## config.mk

```make
export PLATFORM = sky130hd
export DESIGN_NAME = pipe_hazard_ctrl
export DESIGN_NICKNAME = d
export VERILOG_FILES = /design/src/rtl/pipe_hazard_ctrl.sv
export SDC_FILE = /design/constraint.sdc
export NUM_CORES = 1
export LEC_CHECK = 0
export BUFFER_PORTS_ARGS = -buffer_cell sky130_fd_sc_hd__buf_2
export CORE_AREA = 2 2 134 136
export DETAILED_ROUTE_END_ITERATION = 7
export DIE_AREA = 0 0 136 138
export HOLD_SLACK_MARGIN = 0.12
export PLACE_DENSITY = 0.64
export SLEW_MARGIN = 20
export SYNTH_ARGS = -nofsm -noshare
export SYNTH_HDL_FRONTEND = slang
export SYNTH_SLANG_ARGS = --single-unit
```

## constraint.sdc

```tcl
create_clock -name clk -period 2 [get_ports clk]
set_input_delay 0.1 -clock clk [delete_from_list [all_inputs] [get_ports clk]]
set_output_delay 0.1 -clock clk [all_outputs]
set_load 0.05 [all_outputs]
```

## src/rtl/pipe_hazard_ctrl.sv

```systemverilog
// Pipeline hazard controller: operand forwarding, load-use and multi-cycle stalls,
// redirect squash sequencing and saturating stall/flush counters. state_o: 0 RUN, 1 MC_WAIT, 2 SQUASH.
module pipe_hazard_ctrl #(
    parameter int XLEN        = 32,
    parameter int NFWD        = 2,
    parameter int LOAD_LAT    = 1,
    parameter int FLUSH_DEPTH = 2,
    parameter int CW          = 32
) (
    input  logic                 clk,
    input  logic                 rst_n,
    input  logic                 de_valid_i,
    input  logic [4:0]           de_rs1_i,
    input  logic [4:0]           de_rs2_i,
    input  logic                 de_use_rs1_i,
    input  logic                 de_use_rs2_i,
    input  logic [XLEN-1:0]      de_rs1_data_i,
    input  logic [XLEN-1:0]      de_rs2_data_i,
    input  logic [5*NFWD-1:0]    src_rd_i,
    input  logic [NFWD-1:0]      src_we_i,
    input  logic [NFWD-1:0]      src_is_load_i,
    input  logic [XLEN*NFWD-1:0] src_data_i,
    input  logic                 redirect_i,
    input  logic                 mc_start_i,
    input  logic                 mc_done_i,
    input  logic                 cnt_clr_i,
    output logic [XLEN-1:0]      rs1_o,
    output logic [XLEN-1:0]      rs2_o,
    output logic                 stall_o,
    output logic                 flush_o,
    output logic [CW-1:0]        stall_cycles_o,
    output logic [CW-1:0]        flush_events_o,
    output logic [1:0]           state_o
);

    typedef enum logic [1:0] {RUN = 2'd0, MC_WAIT = 2'd1, SQUASH = 2'd2} state_t;

    localparam int FCW = (FLUSH_DEPTH > 1) ? $clog2(FLUSH_DEPTH) : 1;
    localparam logic [FCW-1:0] RELOAD = FCW'(FLUSH_DEPTH - 1);

    // Returns {load_use, operand}; the loop runs oldest-first so the youngest match wins.
    function automatic logic [XLEN:0] fwd_sel(
        input logic [4:0]           addr,
        input logic                 use_rs,
        input logic [XLEN-1:0]      rf_data,
        input logic [5*NFWD-1:0]    rd,
        input logic [NFWD-1:0]      we,
        input logic [NFWD-1:0]      ld,
        input logic [XLEN*NFWD-1:0] data
    );
        logic [XLEN:0] r;
        r = {1'b0, rf_data};
        for (int i = NFWD - 1; i >= 0; i--) begin
            if (use_rs && (addr != 5'd0) && we[i] && (rd[5*i +: 5] == addr))
                r = {ld[i] && (i < LOAD_LAT), data[XLEN*i +: XLEN]};
        end
        return r;
    endfunction

    state_t          state_q, state_d;
    logic [FCW-1:0]  sq_cnt_q, sq_cnt_d;
    logic [CW-1:0]   stall_cyc_q, stall_cyc_d;
    logic [CW-1:0]   flush_evt_q, flush_evt_d;
    logic [XLEN:0]   fwd1, fwd2;
    logic            load_use;
    logic            stall, flush, redirect_acc;

    always_comb begin
        fwd1     = fwd_sel(de_rs1_i, de_use_rs1_i, de_rs1_data_i, src_rd_i, src_we_i,
                           src_is_load_i, src_data_i);
        fwd2     = fwd_sel(de_rs2_i, de_use_rs2_i, de_rs2_data_i, src_rd_i, src_we_i,
                           src_is_load_i, src_data_i);
        load_use = de_valid_i && (fwd1[XLEN] || fwd2[XLEN]);
    end

    assign rs1_o = fwd1[XLEN-1:0];
    assign rs2_o = fwd2[XLEN-1:0];

    always_comb begin
        state_d      = state_q;
        sq_cnt_d     = sq_cnt_q;
        stall        = 1'b0;
        flush        = 1'b0;
        redirect_acc = 1'b0;
        case (state_q)
            RUN: begin
                if (redirect_i) begin
                    flush        = 1'b1;
                    redirect_acc = 1'b1;
                    sq_cnt_d     = RELOAD;
                    state_d      = SQUASH;
                end else begin
                    stall = load_use;
                    if (mc_start_i && de_valid_i && !load_use) state_d = MC_WAIT;
                end
            end
            MC_WAIT: begin
                if (mc_done_i) state_d = RUN;
                else           stall   = 1'b1;
            end
            SQUASH: begin
                flush = 1'b1;
                if (redirect_i) begin
                    redirect_acc = 1'b1;
                    sq_cnt_d     = RELOAD;
                end else if (sq_cnt_q == '0) begin
                    state_d = RUN;
                end else begin
                    sq_cnt_d = sq_cnt_q - FCW'(1);
                end
            end
            default: state_d = RUN;
        endcase
    end

    // Reset gating keeps the combinational load-use path from leaking out during reset.
    assign stall_o = rst_n && stall;
    assign flush_o = rst_n && flush;
    assign state_o = state_q;

    always_comb begin
        stall_cyc_d = stall_cyc_q;
        flush_evt_d = flush_evt_q;
        if (cnt_clr_i) begin
            stall_cyc_d = '0;
            flush_evt_d = '0;
        end else begin
            if (stall_o && (stall_cyc_q != {CW{1'b1}}))      stall_cyc_d = stall_cyc_q + CW'(1);
            if (redirect_acc && (flush_evt_q != {CW{1'b1}})) flush_evt_d = flush_evt_q + CW'(1);
        end
    end

    always_ff @(posedge clk or negedge rst_n) begin
        if (!rst_n) begin
            state_q     <= RUN;
            sq_cnt_q    <= '0;
            stall_cyc_q <= '0;
            flush_evt_q <= '0;
        end else begin
            state_q     <= state_d;
            sq_cnt_q    <= sq_cnt_d;
            stall_cyc_q <= stall_cyc_d;
            flush_evt_q <= flush_evt_d;
        end
    end

    assign stall_cycles_o = stall_cyc_q;
    assign flush_events_o = flush_evt_q;

endmodule

```

Word level (Yosys, flattened, before mapping)
Index checks and enable logic that the tools add are counted.
Operators by class
  add/subtract/negate cells: 3
  equality and inequality tests: 13
  multiplexer cells: 24
  reduce and logical (&&, ||, !) cells: 28
Operators by type and width (count)
  $mux 32: 6
  $mux 33: 2
  $add 32x1->32 const B: 2
  $ne 32x32->1 const B: 2
  $eq 5x5->1: 4
  $logic_and 1x1->1: 17
  $mux 2: 5
  $reduce_bool 5->1: 2
  $ne 2x2->1 const B: 4
  $mux 1: 7
  $pmux 1 s2: 3
  $pmux 2 s3: 1
  $reduce_bool 2->1: 3
  $reduce_and 4->1: 1
  $ne 3x3->1 const B: 1
  $eq 2x1->1 const B: 1
  $eq 2x2->1 const B: 1
  $logic_not 2->1: 1
  $reduce_and 2->1: 1
  $reduce_or 2->1: 1
  $logic_not 1->1: 1
  $logic_or 1x1->1: 1
  $sub 1x1->1 const B: 1
Word-level totals
  bits in registers: 67
  input port bits: 161
  output and inout bits: 132
  word-level logic and storage cells: 72

Logic depth before layout (Yosys ltp)
Gate-level depths: netlist of the first run.
  depth after elaboration: 14
  depth in mapped cells: 10
  gate-level depth less buffers: 8

Worst setup path before layout of the first run
Ideal clock, no wire load.
  kind: register to register
  start point: register stall_cyc_q[0], in the netlist stall_cycles_o[0]
  end point: register stall_cyc_q[1], in the netlist stall_cycles_o[1]
  setup time: 0.132 ns
  data arrival time: 2.312 ns
  required time: 1.868 ns
  path slack: -0.444 ns
  cell stages (with the launch flop): 11
  path buffers: 2
  period minus slack after synthesis: 2.444 ns
  path through: dfrtp_1 ha_1 nand2_1 nor3_1 nand4_1 and2_1 o21ai_2 buf_2 buf_4 mux2i_1 nor2_1
Between the ends
  cells in the longest elaborated chain, start to end: 3
  elaborated cells between the ends (all ways): 6
  classes of those cells: add/sub: 1; eq/ne: 1; mux: 2; reduce/logical: 2
RTL lines
  start: declaration: RTL line 62  | logic [CW-1:0] stall_cyc_q, stall_cyc_d;
  start signal: assignment: RTL line 142  | stall_cyc_q <= stall_cyc_d;
  $add 32x1->32 / $ne 32x32->1 (equally long branches): RTL line 128  | if (stall_o && (stall_cyc_q != {CW{1'b1}})) stall_cyc_d = stall_cyc_q + CW'(1);
  $mux 32 / $logic_and 1x1->1 (equally long branches): RTL line 128
  $mux 32 / $reduce_bool 2->1 (equally long branches)
Parallel ways exist; a longest one is shown, timed or not. The select of a mux whose other input is x is not followed.
A chain may end at the register's enable or synchronous reset.

Final worst setup path of the first run
  start point: register state_q[0], in the netlist state_o[0]
  end point: register stall_cyc_q[12], in the netlist stall_cycles_o[12]
Between the ends
  cells in the longest elaborated chain, start to end: 5
  elaborated cells between the ends (all ways): 6
  classes of those cells: eq/ne: 1; mux: 1; reduce/logical: 4
RTL lines
  start: declaration: RTL line 60  | state_t state_q, state_d;
  start signal: assignment: RTL line 140  | state_q <= state_d;
  $eq 2x1->1 / $logic_not 2->1 (equally long branches): RTL line 85  | case (state_q)
  $pmux 1 s2 (*): RTL line 85
  $logic_and 1x1->1 (*): RTL line 117  | assign stall_o = rst_n && stall;
  $logic_and 1x1->1 (*): RTL line 128
  $reduce_bool 2->1 (no line) (*)
Mark *: on every way between the ends. The rest lies on a longest branch, timed or not.

==> impl_metrics.json, run 1 <==
{
  "ys.flop_type": "dfrtp_1",
  "viasPerCell": 4.93,
  "syn_nets": 802,
  "synth_common_cells": "nor2_1, a21oi_1, dfrtp_1, mux2i_1, nand2_1",
  "worst_pin_slew_ns": 0.730,
  "grt.overflow.total": 0,
  "ir_drop_mv": 0.475,
  "worst_slack_ns": -0.0294,
  "clk_latency_ns": 0.33,
  "rsz0062_at_grt": "yes",
  "power.total_w": 0.00411,
  "clockBufferDepth": 2,
  "end_kind": "flip-flop",
  "synthArstFlopShare_pct": 100,
  "rr_startpoint": "state_o[0]",
  "dp_hpwl_um": 16000,
  "cp_max_fo": 25,
  "routedWlPerCell_um": 16.6,
  "path_clk_slew_ns": 0.06,
  "ios": 293,
  "arrival_ns": 2.28,
  "muxShareOfSynthArea_pct": 13.2,
  "grt_start_max_net_pins": 65,
  "min_period_ns": 2.03,
  "power.density_nw_per_um2": 492,
  "globalRouteTotalUtil_pct": 20.7,
  "synth_most_common_cell": "nor2_1",
  "critPathKind": "reg2reg",
  "synth_largest_area_cell": "dfrtp_1",
  "outcome": "complete, but fails checks",
  "vias": 6055,
  "cts_max_level": 3,
  "ys_seq_area_share_pct": 32.9,
  "p_leak_nw": 4.15,
  "tritoncts": "built",
  "cts_root_buffer": "clkbuf_16",
  "violations": "negative setup slack",
  "rows": 49,
  "slew-limit-headroom_pct": 51.3,
  "timing.fmax_ghz": 0.493,
  "synth_top_family_by_area": "simple AND/OR/NAND/NOR gates",
  "synth_edf_count": 0,
  "gp_congestion": 0.913,
  "fill_cells": 1732,
  "clock_sinks": 67,
  "drive_gt1_share_pct": 53.1,
  "drt_pass1_iterations": 4,
  "grtUsageMet1_pct": 23.7,
  "antenna_found_initial": 5,
  "setup_viol": 6,
  "synthTopCellsByArea": "dfrtp_1, mux2i_1, a21oi_1",
  "synth_xor_area_share_pct": 9.29,
  "rrSetupSlack_ns": -0.03,
  "nets": 1153,
  "hold_viol_final": 0,
  "area_growth_pct": 63.9,
  "totalNegativeSetupSlack_ns": -0.0994,
  "hold_depth": 4,
  "cts-buffers-inserted": 9,
  "hold_path.class": "in2reg",
  "initial_core_util_pct": 29.0,
  "synth_fa_ha_area_share_pct": 0.492,
  "place_ws_ns": -0.223,
  "synthesis.area_um2": 5090,
  "antenna_left": 0,
  "die_w_um": 136,
  "min_to": "state_o[0]",
  "top_usage_layer": "met2",
  "core_area_um2": 17500,
  "synth_compound_area_share_pct": 14.7,
  "fp.dieArea_um2": 18800,
  "cp.required_ns": 2.25,
  "drc": 0,
  "synth-warning-count": 0,
  "synth_top_area_share_pct": 32.9,
  "drv_cap": 0,
  "finalCritPeriodShare_pct": 101,
  "port_buffers": 291,
  "die_h_um": 138,
  "synthCells": 639,
  "grt_pass1_vias": 5871,
  "start_kind": "flip-flop",
  "use_met3_pct": 4.69,
  "hold_start": "redirect_i",
  "reg2regPathDepth": 7,
  "grt_pass1_wl_um": 31000,
  "use_met2_pct": 37.5,
  "yosys.area_share.simple_pct": 26.3,
  "timing.rr.end": "stall_cycles_o[12]",
  "drtIter0Drc": 248,
  "maxSlewViolCount": 0,
  "avgSynthCellArea_um2": 7.97,
  "ys_ff_latch": 67,
  "routed_wl_um": 20400,
  "ys_types": 39,
  "clock-skew-final_ns": 0.00945
}
-- worst max-delay path by stage --
stage | start | end | depth (start not counted)
floorplan | stall_cycles_o[14] | stall_cycles_o[14] | 9
global placement | src_rd_i[4] | stall_cycles_o[12] | 9
detailed placement | src_rd_i[4] | stall_cycles_o[18] | 9
CTS | state_o[1] | stall_cycles_o[12] | 7
global route | state_o[0] | stall_cycles_o[12] | 7
finish | state_o[0] | stall_cycles_o[12] | 7
-- metal layers --
metal	share of wire (%)	vias to the layer above
li1	-	2983
met1	39	2856
met2	51	179
met3	6.8	33
met4	2.5	4
met5	0.13	-
-- cell usage in the layout, fill, tap and decap left out, types with 5 or more instances in the layout --
master,netlist,layout
buf_2,2,278
nor2_1,115,113
buf_4,1,70
mux2i_1,67,66
a21oi_2,0,61
dfrtp_2,0,45
nand2_1,37,36
a21oi_1,93,31
xnor2_1,29,29
xor2_1,25,24
dfrtp_1,67,22
nand4_1,21,21
nand3_1,22,21
or3_1,20,19
nor3_1,14,13
o21ai_1,12,13
buf_12,0,11
clkbuf_16,0,9
o31ai_1,8,8
clkbuf_4,0,8
and3_1,10,7
o21ai_0,8,7
inv_1,6,6
or4_1,8,6
buf_6,0,5
-- per-stage QoR --
stage	hold slack [ns]	instance area (µm²)	utilization, %	cells
global route	0.194	8340	47.6	1227
detailed placement	0.137	7650	43.6	1191
finish	0.158	8340	47.6	1227
CTS	0.146	8070	46.0	1211
global placement	0.132	7650	43.6	1191
floorplan	-0.196	5440	-	639
-- kinds of logic after synthesis --
logic type | count (synthesis)
multiplexers | 67
XOR/XNOR | 54
flip-flops | 67
adder cells (fa/ha/maj) | 2
AND/OR/NAND/NOR | 274
AO/OA/AOI/OAI | 134
buffers and inverters | 41
-- worst max-delay path: stages, from the launching register on --
cell and delay, ns:
dfrtp_2 0.42, nor4b_4 0.33, nand2_2 0.12, a21oi_4 0.26
o21ai_4 0.11, buf_12 0.18, or4_1 0.40, a21oi_1 0.13
-- sequential cells by signal (all words and copies together) (netlist names) --
name and cells:
sq_cnt_q 1, state_o 2, stall_cycles_o 32, flush_events_o 32
-- report_power, final --
| group | total, W | internal, W | leakage [nW] | switching (W) |
|---|---|---|---|---|
| logic | 0.00101 | 0.000360 | 3.14 | 0.000654 |
| registers | 0.00138 | 0.00137 | 0.855 | 0.0000113 |
| clock network | 0.00171 | 0.00110 | 0.156 | 0.000614 |
-- final cells by class --
class	count	area [µm²]	share of cell area (%)
Inverter	6	22.5	0.270
Clock buffer	9	225	2.70
Antenna cell	3	7.51	0.0900
Multi-Input combinational cell	531	3680	44.1
Clock inverter	7	103	1.23
Tap cell	229	287	3.44
Timing Repair Buffer	375	2280	27.4
Sequential cell	67	1730	20.8
-- repair_timing --
action                     CTS  global route
gates cloned                 0             0
resized for setup           11            36
setup endpoints to repair   87            83
hold endpoints to repair    14             0
pin swaps                    3            19
setup buffers                1            13
hold buffers                 3             0
No activity file was read; power rests on OpenSTA's default activity.
==> run 2: changes to the inputs <==
==> constraint.sdc (replaced) <==
create_clock -name clk -period 2 [get_ports clk]
set_input_delay 0.4 -clock clk [delete_from_list [all_inputs] [get_ports clk]]
set_output_delay 0.4 -clock clk [all_outputs]
set_load 0.05 [all_outputs]
==> run 2 against run 1 <==
Net effect:
- the run still ends with negative setup slack left
- sequential power about the same
- core utilization up 15 points
- first-iteration DRC count down 15%
- critical endpoint is now stall_cycles_o[19]
- power up 3.0%
- critical path depth up 5
==> impl_metrics.json, run 2 (synthesized netlist as in run 1, its figures left out) <==
{
  "swShare_pct": 33.7,
  "outcome": "complete, but fails checks",
  "critPathTopFamily": "simple AND/OR/NAND/NOR gates",
  "seq_power_share_pct": 32.6,
  "hold_ws_ns": 0.337,
  "crit_slowest_cell": "or4_1",
  "ir_drop_mv": 0.431,
  "maxSlewViolCount": 0,
  "antenna_left": 0,
  "cpPeakStageDelay_ns": 0.50,
  "dpl.cell_count": 1207,
  "vias": 6637,
  "arrival_ns": 2.58,
  "hold_path.class": "in2reg",
  "timing.fmax_ghz": 0.430,
  "switching_power_w": 0.00142,
  "power.total_w": 0.00423,
  "rows": 49,
  "critPathBufInv": 5,
  "critPathKind": "in2reg",
  "cp_num_cells": 12,
  "die_h_um": 138,
  "fp.dieArea_um2": 18800,
  "grt.overflow.total": 0,
  "worst_pin_slew_ns": 0.873,
  "drt_pass1_iterations": 4,
  "power.share.clock_pct": 33.2,
  "antenna_found_initial": 10,
  "layout_commonest_cell": "buf_2",
  "hold_depth": 3,
  "finalCritPeriodShare_pct": 116,
  "nets": 1193,
  "cp_max_fo": 7,
  "routedWlPerCell_um": 20.4,
  "setup_viol": 95,
  "drc": 0,
  "cp_cell_sequence": "buf_6 > xor2_1 > nor4_2 > nand4_1 > buf_4 > buf_6 > a21oi_4 > buf_6 > buf_6 > o21ai_4 > or4_1 > a21oi_1",
  "routed_wl_um": 25900,
  "p_int_w": 0.00280,
  "rsz0062_at_grt": "yes",
  "slew-limit-headroom_pct": 41.8,
  "gp_congestion": 0.867,
  "end_kind": "flip-flop",
  "clock_sinks": 67,
  "globalRouteTotalUtil_pct": 24.3,
  "placed_cell_area_um2": 8300,
  "grt_pass1_wl_um": 35800,
  "drive_gt1_share_pct": 70.0,
  "initial_core_util_pct": 29.0,
  "start_kind": "primary input",
  "violations": "negative setup slack",
  "grt_start_max_net_pins": 66,
  "cts_root_buffer": "clkbuf_16",
  "fill_cells": 1383,
  "design_area_um2": 11000,
  "tritoncts": "built",
  "ios": 293,
  "clockBufferDepth": 2,
  "clk_latency_ns": 0.33,
  "core_area_um2": 17500,
  "instances_no_fill": 1272,
  "hold_viol_final": 0,
  "drtIter0Drc": 210,
  "cp.required_ns": 2.26,
  "viasPerCell": 5.22,
  "dp_hpwl_um": 15900,
  "cts_max_level": 3,
  "die_w_um": 136,
  "cp_common_cell": "buf_6",
  "drv_cap": 0,
  "path_clk_slew_ns": 0.06,
  "area_growth_pct": 116,
  "reg2regPathDepth": 8,
  "p_leak_nw": 4.53,
  "grt_pass1_vias": 6562,
  "port_buffers": 291,
  "clock-skew-final_ns": 0.00833,
  "combPwrFrac_pct": 34.1,
  "power.density_nw_per_um2": 384,
  "worst_slack_ns": -0.327,
  "cts-buffers-inserted": 9,
  "most-common-layout-cells": "buf_2, buf_4, buf_6",
  "min_period_ns": 2.33
}
-- run 2: changes by cell type in the layout (fill, tap and decap cells not counted), sizes merged --
cell / delta
bufinv: -2
clkinv: -3
o21ai: +3
buf: +41
dlygate4sd3: -2
diode: +5
clkbuf: +3
-- run 2: through the flow --
step	setup slack, ns	util, %	TNS (ns)
after floorplan	-0.335	-	-12.49
after detailed placement	-0.462	47.4	-37.19
after CTS	-0.341	57.9	-21.65
after global placement	-0.411	47.4	-33.97
after global routing	-0.402	62.8	-30.80
final	-0.327	62.8	-24.16
-- run 2: layout make-up --
cell class | count | area (µm²) | share of cell area, %
Clock inverter | 2 | 12.5 | 0.114
Timing Repair Buffer | 412 | 3460 | 31.4
Clock buffer | 14 | 244 | 2.22
Antenna cell | 8 | 20.0 | 0.182
Inverter | 6 | 22.5 | 0.205
Tap cell | 229 | 287 | 2.60
Multi-Input combinational cell | 534 | 5230 | 47.5
Sequential cell | 67 | 1730 | 15.7
-- run 2: power by group through the flow --
stage	clock [W]	combinational, W	sequential [W]
floorplan	0	0.000637	0.00144
global placement	0	0.00107	0.00140
detailed placement	0	0.00107	0.00140
CTS	0.00144	0.00132	0.00138
global route	0.00150	0.00150	0.00138
finish	0.00141	0.00144	0.00138
-- run 2: worst paths after layout --
check / startpoint / to / slack, ns
setup / recovery: src_rd_i[0] / stall_cycles_o[19] / -0.33
hold / removal: mc_start_i / state_o[0] / 0.34
setup reg to reg: state_o[1] / stall_cycles_o[19] / -0.09
hold reg to reg: sq_cnt_q / sq_cnt_q / 0.52
max in group asynchronous: rst_n / flush_events_o[10] / 0.91
min in group asynchronous: rst_n / stall_cycles_o[28] / 0.45
-- run 2: layer usage --
metal,vias to the layer above,GRT usage [%],part of all wire [%]
met5,-,0,0.073
met4,4,9.54,3.9
met3,69,6.20,7.6
met2,253,42.5,51
met1,3226,28.1,37
li1,3085,-,-
-- run 2: what timing repair did --
item,in CTS,in global routing
setup endpoints to repair,84,109
gates resized for setup,331,126
hold buffers,1,0
hold endpoints to repair,2,0
pin swaps,31,49
setup buffers,10,8
cloned,13,9
-- run 2: worst min-delay path, stage by stage --
cell	delay, ns
buf_2	0.10
nand2_1	0.05
o22ai_1	0.07
